`src/rtl/sprite_line_fetch_if.sv`:
```
// Sprite ROM read port: the fetcher drives the address, the ROM returns data one Clk later.
interface sprite_line_fetch_if #(
    parameter int ADDR_W = 10
);
    logic [ADDR_W-1:0] rom_addr;
    logic [3:0]        rom_data;

    modport master (output rom_addr, input rom_data);
    modport slave  (input rom_addr, output rom_data);
endinterface

```
`src/rtl/sprite_line_fetch.sv`:
```
// Per-scanline sprite source: fetches one sprite row into a line buffer during hblank,
// then serves is_sprite/sprite_data during active video. Define SPRITE_MIRROR_EN for facing-based flip.
module sprite_line_fetch #(
    parameter int SPR_W  = 32,
    parameter int SPR_H  = 32,
    parameter int ADDR_W = 10
) (
    input  logic                Clk,
    input  logic                Reset,
    input  logic [9:0]          DrawX,
    input  logic [9:0]          DrawY,
    input  logic [9:0]          sprite_x,
    input  logic [9:0]          sprite_y,
    input  logic                facing,
    sprite_line_fetch_if.master rom,
    output logic                is_sprite,
    output logic [3:0]          sprite_data
);
    localparam int CW = (SPR_W > 1) ? $clog2(SPR_W) : 1;
    localparam logic [10:0]       W_L    = 11'(SPR_W);
    localparam logic [10:0]       H_L    = 11'(SPR_H);
    localparam logic [ADDR_W-1:0] W_A    = ADDR_W'(SPR_W);
    localparam logic [CW-1:0]     C_LAST = CW'(SPR_W - 1);

    typedef enum logic [1:0] {IDLE, FETCH, DRAIN} state_t;

    state_t            state_q, state_d;
    logic [CW-1:0]     c_q, c_d, c_prev_q, c_nx;
    logic              rd_vld_q;
    logic [ADDR_W-1:0] base_q, base_d, rom_addr_q, rom_addr_d, col0, coln;
    logic [9:0]        px_q, px_d, py_q, py_d;
    logic              lv_q, lv_d, lvn_q, lvn_d;
    logic              is_sprite_q, is_sprite_d;
    logic [3:0]        sprite_data_q, sprite_data_d;
    logic [9:0]        tl, r, off;
    logic              row_ok, hit;
    logic [3:0]        linebuf_q [SPR_W];
`ifdef SPRITE_MIRROR_EN
    logic              pf_q, pf_d;
`else
    logic              unused_facing;
    assign unused_facing = facing;
`endif

    always_comb begin
        state_d    = state_q;
        c_d        = c_q;
        c_nx       = c_q + 1'b1;
        base_d     = base_q;
        rom_addr_d = rom_addr_q;
        px_d       = px_q;
        py_d       = py_q;
        lv_d       = lv_q;
        lvn_d      = lvn_q;
`ifdef SPRITE_MIRROR_EN
        pf_d       = pf_q;
        col0       = pf_q ? ADDR_W'(C_LAST) : '0;
        coln       = ADDR_W'(pf_q ? (C_LAST - c_nx) : c_nx);
`else
        col0       = '0;
        coln       = ADDR_W'(c_nx);
`endif
        // No wrap: the next line after 524 is 0, and rows above py never match.
        tl     = (DrawY == 10'd524) ? 10'd0 : DrawY + 10'd1;
        r      = tl - py_q;
        row_ok = (tl >= py_q) && ({1'b0, r} < H_L);

        if (DrawY == 10'd480 && DrawX == 10'd0) begin
            px_d = sprite_x;
            py_d = sprite_y;
`ifdef SPRITE_MIRROR_EN
            pf_d = facing;
`endif
        end
        if (DrawX == 10'd0) lv_d = lvn_q;

        // rom_addr_q always carries the address for the current c_q while in FETCH.
        case (state_q)
            IDLE: if (DrawX == 10'd640) begin
                lvn_d = 1'b0;
                if (row_ok) begin
                    state_d    = FETCH;
                    c_d        = '0;
                    base_d     = ADDR_W'(r) * W_A;
                    rom_addr_d = ADDR_W'(r) * W_A + col0;
                end
            end
            FETCH: begin
                c_d = c_nx;
                if (c_q == C_LAST) state_d = DRAIN;
                else rom_addr_d = base_q + coln;
            end
            DRAIN: begin
                lvn_d   = 1'b1;
                state_d = IDLE;
            end
            default: state_d = IDLE;
        endcase

        off           = DrawX - px_q;
        hit           = lv_q && (DrawX < 10'd640) && (DrawX >= px_q) && ({1'b0, off} < W_L);
        is_sprite_d   = hit;
        sprite_data_d = hit ? linebuf_q[off[CW-1:0]] : 4'd0;
    end

    always_ff @(posedge Clk) begin
        if (Reset) begin
            state_q       <= IDLE;
            c_q           <= '0;
            c_prev_q      <= '0;
            rd_vld_q      <= 1'b0;
            base_q        <= '0;
            rom_addr_q    <= '0;
            px_q          <= '0;
            py_q          <= '0;
            lv_q          <= 1'b0;
            lvn_q         <= 1'b0;
            is_sprite_q   <= 1'b0;
            sprite_data_q <= 4'd0;
`ifdef SPRITE_MIRROR_EN
            pf_q          <= 1'b0;
`endif
        end else begin
            state_q       <= state_d;
            c_q           <= c_d;
            c_prev_q      <= c_q;
            rd_vld_q      <= (state_q == FETCH);
            base_q        <= base_d;
            rom_addr_q    <= rom_addr_d;
            px_q          <= px_d;
            py_q          <= py_d;
            lv_q          <= lv_d;
            lvn_q         <= lvn_d;
            is_sprite_q   <= is_sprite_d;
            sprite_data_q <= sprite_data_d;
`ifdef SPRITE_MIRROR_EN
            pf_q          <= pf_d;
`endif
        end
    end

    always_ff @(posedge Clk) begin
        if (rd_vld_q) linebuf_q[c_prev_q] <= rom.rom_data;
    end

    assign rom.rom_addr = rom_addr_q;
    assign is_sprite    = is_sprite_q;
    assign sprite_data  = sprite_data_q;
endmodule

```
`src/flat_wrapper.sv`:
```
// flat-port wrapper written by rule: the top's interface ports become plain ports
module sprite_line_fetch_flat 
#(
    parameter int SPR_W  = 32,
    parameter int SPR_H  = 32,
    parameter int ADDR_W = 10
)
  (Clk, Reset, DrawX, DrawY, sprite_x, sprite_y, facing, is_sprite, sprite_data, rom_rom_addr, rom_rom_data);
  sprite_line_fetch_if #(.ADDR_W(ADDR_W)) rom_i ();
  input  logic Clk;
  input  logic Reset;
  input  logic [9:0] DrawX;
  input  logic [9:0] DrawY;
  input  logic [9:0] sprite_x;
  input  logic [9:0] sprite_y;
  input  logic facing;
  output logic is_sprite;
  output logic [3:0] sprite_data;
  output wire logic [$bits(rom_i.rom_addr)-1:0] rom_rom_addr;
  input wire logic [$bits(rom_i.rom_data)-1:0] rom_rom_data;
  assign rom_rom_addr = rom_i.rom_addr;
  assign rom_i.rom_data = rom_rom_data;
  sprite_line_fetch #(.SPR_W(SPR_W), .SPR_H(SPR_H), .ADDR_W(ADDR_W)) u_core (.Clk(Clk), .Reset(Reset), .DrawX(DrawX), .DrawY(DrawY), .sprite_x(sprite_x), .sprite_y(sprite_y), .facing(facing), .rom(rom_i), .is_sprite(is_sprite), .sprite_data(sprite_data));
endmodule
```
`config.mk`:
```
export PLATFORM = sky130hd
export DESIGN_NAME = sprite_line_fetch_flat
export DESIGN_NICKNAME = d
export VERILOG_FILES = /design/src/rtl/sprite_line_fetch_if.sv /design/src/rtl/sprite_line_fetch.sv /design/src/flat_wrapper.sv
export SDC_FILE = /design/constraint.sdc
export NUM_CORES = 1
export LEC_CHECK = 0
export BUFFER_PORTS_ARGS = -buffer_cell sky130_fd_sc_hd__buf_2
export CAP_MARGIN = 20
export CORE_ASPECT_RATIO = 1.75
export CORE_MARGIN = 4
export CORE_UTILIZATION = 45
export CTS_BUF_LIST = sky130_fd_sc_hd__clkbuf_2 sky130_fd_sc_hd__clkbuf_4 sky130_fd_sc_hd__clkbuf_8
export DETAILED_ROUTE_END_ITERATION = 6
export PLACE_DENSITY = 0.7
export SYNTH_ARGS = -nofsm -noshare
export SYNTH_HDL_FRONTEND = slang
export SYNTH_SLANG_ARGS = --single-unit
```
`constraint.sdc`:
```
create_clock -name Clk -period 4.39 [get_ports Clk]
set_clock_uncertainty 0.2 [all_clocks]
set_input_delay 0 -clock Clk [delete_from_list [all_inputs] [get_ports Clk]]
set_output_delay 0 -clock Clk [all_outputs]
set_load 0.01 [all_outputs]
```
* Word-level counts from Yosys, hierarchy flattened
Memory sizes are Yosys's and may differ from the RTL's. A register that Yosys moved wholly into a read port is not among the register bits.
Index checks and enable logic that the tools add are counted.
** Operators by class
- $add $sub $neg :: 5
- Magnitude comparators :: 5
- Eq/ne operators :: 10
- Muxes and demuxes :: 16
- Bitwise operators :: 1
- Reduce and logical (&&, ||, !) cells :: 15
** Operator list (number)
- $mux W10 :: 4
- $eq A10 B10 Y1 const B :: 2
- $ge A10 B10 Y1 :: 2
- $lt A10 B6 Y1 const B :: 2
- $pmux W10 S2 :: 1
- $sub A10 B10 Y10 :: 2
- $add A10 B1 Y10 const B :: 1
- $add A10 B5 Y10 :: 1
- $eq A10 B9 Y1 const B :: 1
- $logic_not A10 Y1 :: 1
- $lt A10 B10 Y1 const B :: 1
- $mux W5 :: 2
- $pmux W5 S2 :: 1
- $reduce_and A3 Y1 :: 3
- $mux W2 :: 3
- $ne A2 B1 Y1 const B :: 3
- $add A5 B1 Y5 const B :: 1
- $eq A5 B5 Y1 const B :: 1
- $logic_and A1 B1 Y1 :: 5
- $pmux W2 S2 :: 1
- $reduce_and A4 Y1 :: 1
- $reduce_bool A2 Y1 :: 2
- $mux W1 :: 3
- $eq A2 B1 Y1 const B :: 1
- other kinds (7) :: 7
** Storage, ports and cells
- Register bits :: 51
- Bits in writable memories :: 128
- Word-level logic and storage cells :: 64
- Memories :: 1
** Memories
- u_core.linebuf_q :: words 32, bits a word 4, read ports 1, clocked after memory_dff 1, write ports 1, line sprite_line_fetch.sv:37 : logic [3:0] linebuf_q [SPR_W];

* Logic depth before layout (Yosys ltp)
Gate-level depths: netlist of the first run.
- Depth in word-level cells :: 8
- Gate-level depth with buffers :: 17

* Least setup slack after synthesis of the first run
OpenSTA, ideal clock, no wires.
- Kind :: input port to flip-flop
- From :: input DrawY[0]
- To :: register u_core.base_q[6]
- Arrival :: 2800 ps
- Slack :: 1320 ps
- Cell stages on the path :: 16
- Buffers on the path :: 1
- Path through :: inv_1 -> ha_1 -> nand2b_1 -> nor4_1 -> and3b_1 -> nor2_1 -> ha_1 -> o21ai_0 -> a21oi_1 -> o41a_1 -> a21oi_1 -> xor2_1 -> nand4b_4 -> buf_6 -> or2_0 -> a21oi_1
** On the way
- Word-level cells in the longest chain between the ends :: 6
- Elaborated cells on any way between the ends :: 8
- Those cells by class :: add/sub (2); order compare (2); eq/ne (1); mux (1); reduce/logical (2)
** RTL lines
- start, declared :: line flat_wrapper.sv:13 : input logic [9:0] DrawY;
- $add A10 B1 Y10 or $eq A10 B10 Y1 (tied branches) :: line sprite_line_fetch.sv:64 : tl = (DrawY == 10'd524) ? 10'd0 : DrawY + 10'd1;
- $mux W10 * :: line sprite_line_fetch.sv:64
- $sub A10 B10 Y10 :: line sprite_line_fetch.sv:65 : r = tl - py_q;
- $lt A10 B6 Y1 :: line sprite_line_fetch.sv:66 : row_ok = (tl >= py_q) && ({1'b0, r} < H_L);
- $logic_and A1 B1 Y1 :: line sprite_line_fetch.sv:66
- $reduce_and A3 Y1 (no source line)
- end signal, assigned :: line sprite_line_fetch.sv:128 : base_q <= base_d;
- end, declared :: line sprite_line_fetch.sv:30 : logic [ADDR_W-1:0] base_q, base_d, rom_addr_q, rom_addr_d, col0, coln;
Mark *: on every way between the ends. The rest lies on a longest branch, timed or not.
A chain may end at the register's enable or synchronous reset.

* Worst setup path in the final report of the first run
- From :: input DrawY[0]
- To :: register u_core.base_q[5]
The elaborated chain is that of the path after synthesis.

==> results.py, run 1 <==
metrics = {
    "sta": {
        "fin_crit_sh_pct": 92.88,
        "rsz0062_at_grt": "no",
        "fin_ws_ns": 0.3126,
        "finalHoldViolations": 0,
        "max-slew-margin-rel_pct": 31.99,
        "slew_viol_final": 0,
        "fin_setup_tns_ns": 0,
        "tightest_slew_ns": 1.013,
        "layout_min_cycle_time_ns": 4.077,
        "max_freq_ghz": 0.2453,
        "setup_viol": 0,
    },
    "floorplan": {
        "start_util_pct": 45.59,
        "core_area_mm2": 0.01797,
        "rows": 65,
        "die_height_um": 186.5,
        "die_area_mm2": 0.02052,
        "io_pins": 62,
        "fp.dieW_um": 110.0,
    },
    "drt": {
        "via_per_inst": 5.397,
        "vias": 5160,
        "detail-route-antenna-nets": 0,
        "drc": 0,
        "routedWlPerCell_um": 18.32,
        "drt_pass1_iterations": 6,
        "drtIter0Drc": 254,
        "wl_mm": 17.51,
    },
    "yosys": {
        "syn-cell-area_mm2": 0.008194,
        "ys_seq_area_share_pct": 60.35,
        "ys_ff_latch": 183,
        "synth-warning-count": 0,
        "syn-num-nets": 679,
        "avgSynthCellArea_um2": 13.52,
        "ys.flop_type": "edfxtp_1",
        "netlist_instances": 606,
        "synthArstFlopShare_pct": 0,
        "synth_cell_types": 52,
        "synth_edf_count": 128,
    },
    "global_route": {
        "grt_pass1_wl_mm": 28.07,
        "grt_start_max_net_pins": 33,
        "antenna_found_initial": 0,
        "grt.total_usage_pct": 18.14,
        "gr-total-overflow": 0,
        "grt_pass1_vias": 5584,
    },
    "cts": {
        "hold_buffers": 38,
        "tritoncts": "yes",
        "numCtsBuffers": 17,
        "postCtsSetupRepairBufs": 0,
        "cts_num_sinks": 183,
        "clkTransAtPathRegs_ns": 0.10,
        "cts_buffer_depth": 2,
        "cts.htree.levels": 4,
        "clockRootBuffer": "clkbuf_8",
        "cts_resized": 0,
        "clk_latency_ns": 0.47,
    },
    "worst_setup_path": {
        "reg2regPathDepth": 10,
        "worstPathArrival_ns": 4.27,
        "worstSetupStartpointType": "primary input",
        "crit_required_ns": 4.59,
        "crit_type": "in2reg",
        "endpoint_kind": "flop",
        "cp_max_fo": 24,
    },
    "place": {
        "place.gp.congestion": 0.8535,
        "numPortBuffers": 60,
        "dp_hpwl_mm": 12.70,
        "post-place-ws_ns": 0.4259,
        "dp_cells": 886,
    },
    "power": {
        "powerDensity_mw_per_mm2": 336.1,
        "p_total_mw": 3.202,
        "p_leak_nw": 3.355,
        "ir_drop_v": 0.0002119,
    },
    "cells_and_area": {
        "final_util_pct": 53.00,
        "nFillCells": 1454,
        "antenna_cells": 0,
        "area_growth_pct": 16.25,
        "drive_gt1_share_pct": 20.91,
        "finalNetCount": 782,
        "multiInputGateArea_mm2": 0.003053,
        "register_area_mm2": 0.004945,
        "final_cells": 956,
    },
    "min_path": {
        "hp-class": "in2reg",
        "worstHoldPathCells": 6,
    },
    "job": {
        "cap_violations": 0,
    },
    "outcome": {
        "status": "complete, no violations",
    },
}
path summary, 6_finish.rpt:
kind                                       from                            end  slack [ns]
hold reg to reg   u_core.base_q[6]$_SDFFE_PP0P_  u_core.base_q[6]$_SDFFE_PP0P_        0.25
hold / removal                         DrawX[8]    u_core.is_sprite$_SDFF_PP0_        0.02
setup reg to reg    u_core.py_q[0]$_SDFFE_PP0P_  u_core.base_q[5]$_SDFFE_PP0P_        1.31
setup / recovery                       DrawY[0]  u_core.base_q[5]$_SDFFE_PP0P_        0.31
worst max-delay path: stages:
cell,delay [ns]
dlygate4sd3_1,0.53
buf_2,0.14
inv_1,0.08
ha_1,0.15
nand2b_1,0.09
nor4_1,0.51
and3b_1,0.28
nor2_1,0.08
ha_1,0.34
o21ai_0,0.18
a21oi_1,0.10
o41a_1,0.36
a21oi_1,0.19
xor2_1,0.32
nand4b_4,0.36
or2_2,0.40
a21oi_1,0.15
cells in the final DEF, fill, tap and decap left out, drive strengths merged, types with 24 or more instances in the layout:
cell type	n
nand2	30
dlygate4sd3	38
nor2	85
mux2i	29
a21oi	24
buf	66
dfxtp	55
mux4	40
inv	38
ha	24
edfxtp	128
kinds of logic (layout without fill, tap and decap cells):
group / Yosys count / count (layout) / synth area share (%)
compound gates: 61 / 61 / 4.413
xor+xnor: 20 / 20 / 2.138
fa+ha+maj: 26 / 26 / 4.153
buf+inv: 52 / 168 / 2.504
flops: 183 / 183 / 60.35
mux: 69 / 69 / 14.54
simple gates: 195 / 195 / 11.91
registers in the layout, summed over array words and instances (netlist names):
name / count
u_core.c_q: 5
u_core.linebuf_q: 128
u_core.py_q: 10
u_core.px_q: 10
u_core.lv_q: 1
u_core.state_q: 2
u_core.lvn_q: 1
u_core.rom.rom_addr: 10
u_core.c_prev_q: 5
u_core.rd_vld_q: 1
u_core.is_sprite: 1
u_core.base_q: 5
u_core.sprite_data: 4
cells in the mapped netlist (3+ instances only):
cell type	count	area (µm²)
edfxtp_1	128	3844
nor2_1	85	319.1
dfxtp_1	55	1101
mux4_2	40	900.9
inv_1	32	120.1
nand2_1	30	112.6
mux2i_1	29	290.3
a21oi_1	24	120.1
ha_1	24	300.3
nand3_1	20	100.1
o21ai_0	18	90.09
clkbuf_1	14	52.55
xnor2_1	10	87.58
xor2_1	10	87.58
nand2b_1	9	56.30
nor3_1	9	45.04
nand3b_1	7	52.55
nor2b_1	6	37.54
a22o_1	3	26.28
and3_1	3	18.77
and3b_1	3	26.28
buf_1	3	11.26
nor4_1	3	18.77
o21a_1	3	22.52
or3b_2	3	26.28
area by class of cell:
| class | instances | area share (%) |
|---|---|---|
| Timing Repair Buffer | 104 | 7.619 |
| Inverter | 32 | 1.261 |
| Clock buffer | 18 | 2.601 |
| Sequential cell | 183 | 51.91 |
| Tap cell | 234 | 3.074 |
| Clock inverter | 14 | 1.484 |
| Multi-Input combinational cell | 371 | 32.05 |
metrics by stage:
stage / area [µm²] / hold WS (ns)
2_1_floorplan: 8194 / -0.1011
3_3_place_gp: 8756 / 0.03581
3_5_place_dp: 8756 / 0.04462
4_1_cts: 9525 / 0.002401
5_1_grt: 9525 / 0.05288
6_report: 9525 / 0.01959
report_power, final:
part,leakage (nW),switching (mW),internal [mW]
registers,1.59,0.00000563,1.84
clock network,0.187,0.615,0.478
logic,1.58,0.143,0.125
total,3.35,0.758,2.44
per-layer routing:
layer  GRT usage, %  up-vias  part of all wire (%)
met4          6.961        0                   2.8
met3          3.634       33                   3.9
li1               -     2448                     -
met5              0        -                     0
met2          33.86      148                    58
met1          19.32     2531                    35
Note: power is estimated with default switching activity, not from simulation.
==> run 2, diff against run 1 <==
--- a/config.mk
+++ b/config.mk
@@ -5,14 +5,14 @@
 export SDC_FILE = /design/constraint.sdc
 export NUM_CORES = 1
 export LEC_CHECK = 0
-export BUFFER_PORTS_ARGS = -buffer_cell sky130_fd_sc_hd__buf_2
 export CAP_MARGIN = 20
-export CORE_ASPECT_RATIO = 1.75
+export CORE_ASPECT_RATIO = 0.5
 export CORE_MARGIN = 4
 export CORE_UTILIZATION = 45
 export CTS_BUF_LIST = sky130_fd_sc_hd__clkbuf_2 sky130_fd_sc_hd__clkbuf_4 sky130_fd_sc_hd__clkbuf_8
 export DETAILED_ROUTE_END_ITERATION = 6
-export PLACE_DENSITY = 0.7
+export DONT_BUFFER_PORTS = 1
+export PLACE_DENSITY = 0.67
 export SYNTH_ARGS = -nofsm -noshare
 export SYNTH_HDL_FRONTEND = slang
 export SYNTH_SLANG_ARGS = --single-unit
==> run 2 against run 1 <==
Compared with the run above: setup slack improved by 0.029 ns; largest cell class unchanged; critical path depth grew 2; cell area is 2.3% higher; first-iteration DRC count increased by 43%; wire length shrank 0.79%; non-clock buffer count decreased by 19; clock power rose by 4%.
==> results.py, run 2 (synthesis results as in run 1) <==
metrics = {
    "outcome": {
        "status": "complete, no violations",
    },
    "power": {
        "powerDensity_mw_per_mm2": 331.2,
        "clkPwrFrac_pct": 34.9,
        "cell_internal_pwr_mw": 2.402,
        "pwr-share-comb_pct": 8.0,
        "p_leak_nw": 3.263,
        "ir_drop_v": 0.0001801,
        "p_switching_mw": 0.8255,
        "p_sw_share_pct": 25.58,
        "seq_power_share_pct": 57.0,
    },
    "worst_setup_path": {
        "critPathTopFamily": "simple AND/OR/NAND/NOR gates",
        "reg2reg_slack_ns": 1.28,
        "cp_max_fo": 11,
        "worstPathArrival_ns": 4.24,
        "endpoint_kind": "flop",
        "max_stage_delay_ns": 0.56,
        "critical_path.slowest_cell": "dlygate4sd3_1",
        "r2r-end": "u_core.rom.rom_addr[5]$_SDFFE_PP0P_",
        "worst-path-stages": 19,
        "reg2regPathDepth": 10,
        "crit_required_ns": 4.58,
        "critPathBufInv": 4,
        "reg2reg_from": "u_core.py_q[8]$_SDFFE_PP0P_",
        "crit_type": "in2reg",
        "worstSetupStartpointType": "primary input",
        "path_cells": "dlygate4sd3_1, inv_1, ha_1, nand2b_1, nor4_2, nand3b_1, nand2_1, dlygate4sd3_1, ha_1, fa_1, nor2b_4, o31a_1, o21ai_1, xnor2_1, nor4_4, nand4b_4, buf_4, a21o_1, a21oi_1",
    },
    "cells_and_area": {
        "drive_gt1_share_pct": 14.06,
        "finalNetCount": 764,
        "final_cells": 939,
        "final_cell_mix": "128 x edfxtp_1, 85 x nor2_1, 72 x dlygate4sd3_1, 55 x dfxtp_1, 40 x mux4_2",
        "nFillCells": 1416,
        "layout_commonest_cell": "edfxtp_1",
        "regMostFlops": "u_core.linebuf_q",
        "multiInputGateArea_mm2": 0.003074,
        "register_area_mm2": 0.004945,
        "area_growth_pct": 18.92,
        "largest_reg_flops": 128,
    },
    "drt": {
        "via_per_inst": 5.393,
        "routedWlPerCell_um": 18.50,
        "detail-route-antenna-nets": 0,
        "drtIter0Drc": 364,
        "drt_pass1_iterations": 5,
        "wl_mm": 17.38,
        "drc": 0,
        "vias": 5064,
    },
    "place": {
        "numPortBuffers": 0,
        "place.gp.congestion": 0.8514,
        "dp_hpwl_mm": 10.83,
        "dp_cells": 825,
    },
    "global_route": {
        "antenna_found_initial": 0,
        "grt_pass1_vias": 5291,
        "gr-total-overflow": 0,
        "grt_pass1_wl_mm": 27.24,
        "grt.total_usage_pct": 17.27,
        "grt_start_max_net_pins": 49,
    },
    "sta": {
        "fin_setup_tns_ns": 0,
        "setup_viol": 0,
        "tightest_slew_ns": 0.9810,
        "finalHoldViolations": 0,
        "layout_min_cycle_time_ns": 4.049,
        "max_freq_ghz": 0.2470,
        "slew_viol_final": 0,
        "rsz0062_at_grt": "no",
        "fin_crit_sh_pct": 92.22,
        "max-slew-margin-rel_pct": 34.13,
    },
    "cts": {
        "numCtsBuffers": 17,
        "clk_latency_ns": 0.46,
        "clkTransAtPathRegs_ns": 0.11,
        "cts_buffer_depth": 2,
        "clockRootBuffer": "clkbuf_8",
        "cts_num_sinks": 183,
        "tritoncts": "yes",
        "cts.htree.levels": 4,
    },
    "min_path": {
        "worstHoldPathCells": 4,
        "hold_start": "DrawX[6]",
        "min_delay_worst_endpoint": "u_core.sprite_data[2]$_SDFF_PP0_",
        "hp-class": "in2reg",
    },
    "floorplan": {
        "core_area_mm2": 0.01761,
        "die_area_mm2": 0.02056,
        "fp.dieW_um": 198.8,
        "io_pins": 62,
        "rows": 34,
        "die_height_um": 103.4,
        "start_util_pct": 46.53,
    },
    "job": {
        "cap_violations": 0,
    },
}
-- run 2: cell count changes in the layout (fill, tap and decap cells not counted), moves of 2 or more --
| cell | before | now |
|---|---|---|
| buf_2 | 60 | 0 |
| dlygate4sd3_1 | 38 | 72 |
| clkinv_8 | 0 | 5 |
| buf_12 | 0 | 3 |
| clkinvlp_4 | 4 | 1 |
| buf_16 | 0 | 2 |
| clkinv_4 | 3 | 1 |
| inv_8 | 2 | 4 |
-- run 2: per-layer routing --
layer	vias to the layer above	GRT usage, %	wire length [µm]
li1	2417	-	-
met1	2508	22.28	7653
met2	121	29.90	8522
met3	18	4.304	982
met4	0	4.412	217
met5	-	0	0
-- run 2: worst register-to-register path, stage by stage (launching register included) --
cell	delay, ns
dfxtp_1	0.35
inv_1	0.05
ha_1	0.34
o21a_1	0.16
o2111ai_1	0.09
dlygate4sd3_1	0.63
nor4_4	0.46
nand4b_4	0.28
buf_4	0.22
a21o_1	0.16
a21oi_1	0.12
-- run 2: worst max-delay path by stage --
stage / from / end / slack (ns)
3_5_place_dp: DrawY[0] / u_core.base_q[5]$_SDFFE_PP0P_ / 0.73
6_report: DrawY[0] / u_core.rom.rom_addr[5]$_SDFFE_PP0P_ / 0.34
3_3_place_gp: DrawY[0] / u_core.base_q[5]$_SDFFE_PP0P_ / 0.84
2_1_floorplan: DrawY[0] / u_core.base_q[6]$_SDFFE_PP0P_ / 1.32
5_1_grt: DrawY[0] / u_core.base_q[5]$_SDFFE_PP0P_ / 0.02
4_1_cts: DrawY[0] / u_core.base_q[5]$_SDFFE_PP0P_ / 0.26
-- run 2: stage by stage --
stage	total power, mW	utilization (%)	instance area [µm²]	setup WS (ns)	hold slack, ns
final	3.227	55.33	9744	0.3414	0.01163
after detailed placement	2.070	48.04	8461	0.7315	-0.1221
after global routing	3.354	55.31	9742	0.02414	0.06070
after CTS	3.243	54.67	9628	0.2616	0.001176
after global placement	2.067	48.04	8461	0.8379	-0.1242
after floorplan	2.036	-	8194	1.320	-0.1011
-- run 2: area by class of cell --
class / instances / share of cell area, %
multi-input cells: 372 / 31.55
clock buffers: 17 / 2.401
well taps: 234 / 3.005
diodes: 1 / 0.02568
clock inverters: 15 / 1.772
inverters: 32 / 1.233
repair buffers: 85 / 9.271
flip-flops and latches: 183 / 50.74
-- run 2: power by group through the flow --
stage | clock network (mW) | registers, mW | logic, mW
2_1_floorplan | 0 | 1.88 | 0.156
6_report | 1.13 | 1.84 | 0.259
4_1_cts | 1.15 | 1.84 | 0.247
3_3_place_gp | 0 | 1.88 | 0.186
3_5_place_dp | 0 | 1.88 | 0.190
5_1_grt | 1.23 | 1.84 | 0.286
-- run 2: what timing repair did --
action,4_1_cts,5_1_grt
setup buffers,0,3
gates resized for setup,0,1
hold endpoints to repair,183,0
endpoints found under the setup margin,0,6
hold buffers,74,0
==> run 3, diff against run 2 <==
--- a/config.mk
+++ b/config.mk
@@ -5,9 +5,10 @@
 export SDC_FILE = /design/constraint.sdc
 export NUM_CORES = 1
 export LEC_CHECK = 0
+export ABC_AREA = 1
 export CAP_MARGIN = 20
 export CORE_ASPECT_RATIO = 0.5
-export CORE_MARGIN = 4
+export CORE_MARGIN = 10
 export CORE_UTILIZATION = 45
 export CTS_BUF_LIST = sky130_fd_sc_hd__clkbuf_2 sky130_fd_sc_hd__clkbuf_4 sky130_fd_sc_hd__clkbuf_8
 export DETAILED_ROUTE_END_ITERATION = 6
==> run 3 against run 2 <==
Compared with the run above: the run now ends with design-rule violations left; worst hold slack worse by 0.00073 ns; synthesized area up 5.6%; non-clock buffer count down 36; synthesized cell count up 57%; setup slack better by 0.64 ns; combinational power up 15%; count of clock-buffer cells in the layout unchanged; maximum frequency up 19%; die area up 24%; critical path depth down 6; global-route usage down 2.0 points; register-to-register slack worse by 0.30 ns; critical path type is now reg2reg; critical endpoint is now u_core.sprite_data[2]$_SDFF_PP0_; largest cell class unchanged.
==> results.py, run 3 <==
metrics = {
    "outcome": {
        "status": "finished with violations",
        "failed_checks": "design-rule violations",
    },
    "global_route": {
        "antenna_found_initial": 0,
        "grt.total_usage_pct": 15.27,
        "grt_pass1_vias": 6239,
        "grt_pass1_wl_mm": 31.88,
        "gr-total-overflow": 0,
        "grt_start_max_net_pins": 66,
    },
    "drt": {
        "drtIter0Drc": 490,
        "routedWlPerCell_um": 15.78,
        "drc": 3,
        "vias": 6541,
        "top_layer_used": "met4",
        "wl_mm": 19.77,
        "detail-route-antenna-nets": 0,
        "via_per_inst": 5.220,
        "drt_pass1_iterations": 7,
        "drt-met1-wl_mm": 8.832,
        "dr_wl_met2_mm": 9.620,
        "route.met3.wl_mm": 1.024,
    },
    "worst_setup_path": {
        "path_cells": "ha_2, inv_1, fa_1, clkinv_1, nor2_1, o21ai_0, nand2_1, inv_1, o21ai_0, nor2_1, o31ai_1, inv_1, nor2_1",
        "crit_required_ns": 4.56,
        "reg2regPathDepth": 13,
        "startpoint": "u_core.px_q[0]$_SDFFE_PP0P_",
        "cp_max_fo": 32,
        "reg2reg_slack_ns": 0.98,
        "worstSetupStartpointType": "flop",
        "endpoint_kind": "flop",
        "worst-path-stages": 13,
        "reg2reg_from": "u_core.px_q[0]$_SDFFE_PP0P_",
        "critPathTopFamily": "buffers and inverters",
        "critical_path.slowest_cell": "clkinv_1",
        "critPathBufInv": 4,
        "crit_type": "reg2reg",
        "max_stage_delay_ns": 0.69,
        "endpoint": "u_core.sprite_data[2]$_SDFF_PP0_",
        "r2r-end": "u_core.sprite_data[2]$_SDFF_PP0_",
        "worstPathArrival_ns": 3.58,
    },
    "sta": {
        "max_freq_ghz": 0.2934,
        "rsz0062_at_grt": "no",
        "slew_viol_final": 0,
        "max-slew-margin-rel_pct": 32.16,
        "tightest_slew_ns": 1.018,
        "layout_min_cycle_time_ns": 3.408,
        "setup_viol": 0,
        "finalHoldViolations": 0,
        "fin_crit_sh_pct": 77.63,
        "fin_setup_tns_ns": 0,
    },
    "cells_and_area": {
        "regMostFlops": "u_core.linebuf_q",
        "layout_commonest_cell": "nor2_1",
        "final_cell_mix": "185 x nor2_1, 128 x edfxtp_1, 119 x inv_1, 118 x nand2_1, 93 x o21ai_0",
        "nFillCells": 1710,
        "drive_gt1_share_pct": 5.936,
        "antenna_cells": 0,
        "largest_reg_flops": 128,
        "final_cells": 1253,
        "final_util_pct": 52.27,
        "finalNetCount": 1054,
        "area_growth_pct": 12.71,
    },
    "place": {
        "place.gp.congestion": 0.8393,
        "numPortBuffers": 0,
        "dp_cells": 1176,
        "dp_hpwl_mm": 12.72,
    },
    "job": {
        "cap_violations": 0,
    },
    "yosys": {
        "netlist_instances": 950,
        "synth_most_common_cell": "nor2_1",
        "synthTopCellsByCount": "185 x nor2_1, 128 x edfxtp_1, 119 x inv_1, 118 x nand2_1, 93 x o21ai_0",
        "ys_seq_area_share_pct": 57.16,
        "synthTopCellsByArea": "edfxtp_1 44%, dfxtp_1 13%, nor2_1 8.0%",
        "synth_top_area_cell": "edfxtp_1",
        "synthArstFlopShare_pct": 0,
        "ys.flop_type": "edfxtp_1",
        "synth_cell_types": 39,
        "avgSynthCellArea_um2": 9.106,
        "synth_edf_count": 128,
        "ys_ff_latch": 183,
        "synth_top_area_share_pct": 44.43,
        "syn-num-nets": 1023,
        "synth-warning-count": 0,
        "syn-cell-area_mm2": 0.008651,
    },
    "cts": {
        "cts_buffer_depth": 2,
        "cts.htree.levels": 4,
        "clockRootBuffer": "clkbuf_8",
        "clk_latency_ns": 0.45,
        "clkTransAtPathRegs_ns": 0.10,
        "tritoncts": "yes",
        "numCtsBuffers": 17,
        "cts_resized": 0,
        "cts_num_sinks": 183,
    },
    "min_path": {
        "hp-class": "in2reg",
    },
    "power": {
        "powerDensity_mw_per_mm2": 340.9,
        "p_leak_nw": 3.650,
        "ir_drop_v": 0.0002335,
    },
    "floorplan": {
        "start_util_pct": 46.37,
        "fp.dieW_um": 216.1,
        "rows": 35,
        "die_area_mm2": 0.02551,
        "die_height_um": 118.0,
        "core_area_mm2": 0.01866,
        "io_pins": 62,
    },
}
==> run 3: worst register-to-register path: stages (launching register included) <==
cell and delay [ns]:
dfxtp_1 0.40, ha_2 0.18, inv_1 0.06, fa_1 0.53, clkinv_1 0.69, nor2_1 0.28, o21ai_0 0.10, nand2_1 0.11
inv_1 0.06, o21ai_0 0.16, nor2_1 0.06, o31ai_1 0.27, inv_1 0.07, nor2_1 0.17
==> run 3: metrics by stage <==
step                power, mW  cell area, µm²  setup WS, ns  hold WS [ns]
floorplan               2.076            8651         1.805       -0.1174
global placement        2.116            8821         1.039       -0.1247
detailed placement      2.121            8821        0.9713       -0.1234
CTS                     3.328            9653        0.9534      0.008036
global route            3.450            9751        0.6863       0.04221
finish                  3.324            9751        0.9820       0.01090
==> run 3: cells by family (layout without fill, tap and decap cells) <==
kind of cell	after synthesis	after routing	synth area share, %
xor+xnor	10	10	1.013
buf+inv	159	203	7.535
compound gates	200	200	12.45
fa+ha+maj	26	26	3.934
flops	183	183	57.16
simple gates	372	372	17.91
==> run 3: layer usage <==
layer	vias up	GRT usage [%]
met2	170	25.87
met4	0	4.950
met5	-	0
met1	3103	19.02
met3	23	3.181
li1	3245	-
==> run 3: worst min path at each step <==
stage | from | to | cells after the start | slack, ns
floorplan | Reset | u_core.c_prev_q[4]$_SDFF_PP0_ | 1 | -0.12
global placement | Reset | u_core.lvn_q$_SDFFE_PP0P_ | 1 | -0.12
detailed placement | Reset | u_core.state_q[0]$_SDFFE_PP0P_ | 1 | -0.12
CTS | Reset | u_core.rom.rom_addr[1]$_SDFFE_PP0P_ | 3 | 0.008
global route | DrawX[1] | u_core.px_q[1]$_SDFFE_PP0P_ | 6 | 0.04
finish | DrawX[1] | u_core.px_q[1]$_SDFFE_PP0P_ | 6 | 0.01
==> run 3: cell type report <==
class,count,area [µm²],share of cell area [%]
sequential,183,4945,50.71
tap,259,324.1,3.323
clock inverter,15,187.7,1.925
timing repair buffer,49,538.0,5.518
inverter,122,457.9,4.697
multi-input combinational,608,3064,31.43
clock buffer,17,234.0,2.400
==> run 3: what timing repair did <==
item                                   in CTS  in global routing
hold buffers                               38                  4
setup buffers                               0                  0
endpoints found under the hold margin     171                 15
==> run 3: report_power, final <==
part | internal, mW | switching, mW | total [mW] | leakage (nW)
combinational | 0.111 | 0.189 | 0.299 | 1.84
sequential | 1.84 | 0.0000228 | 1.84 | 1.59
clock | 0.532 | 0.652 | 1.18 | 0.214
total | 2.48 | 0.841 | 3.32 | 3.65
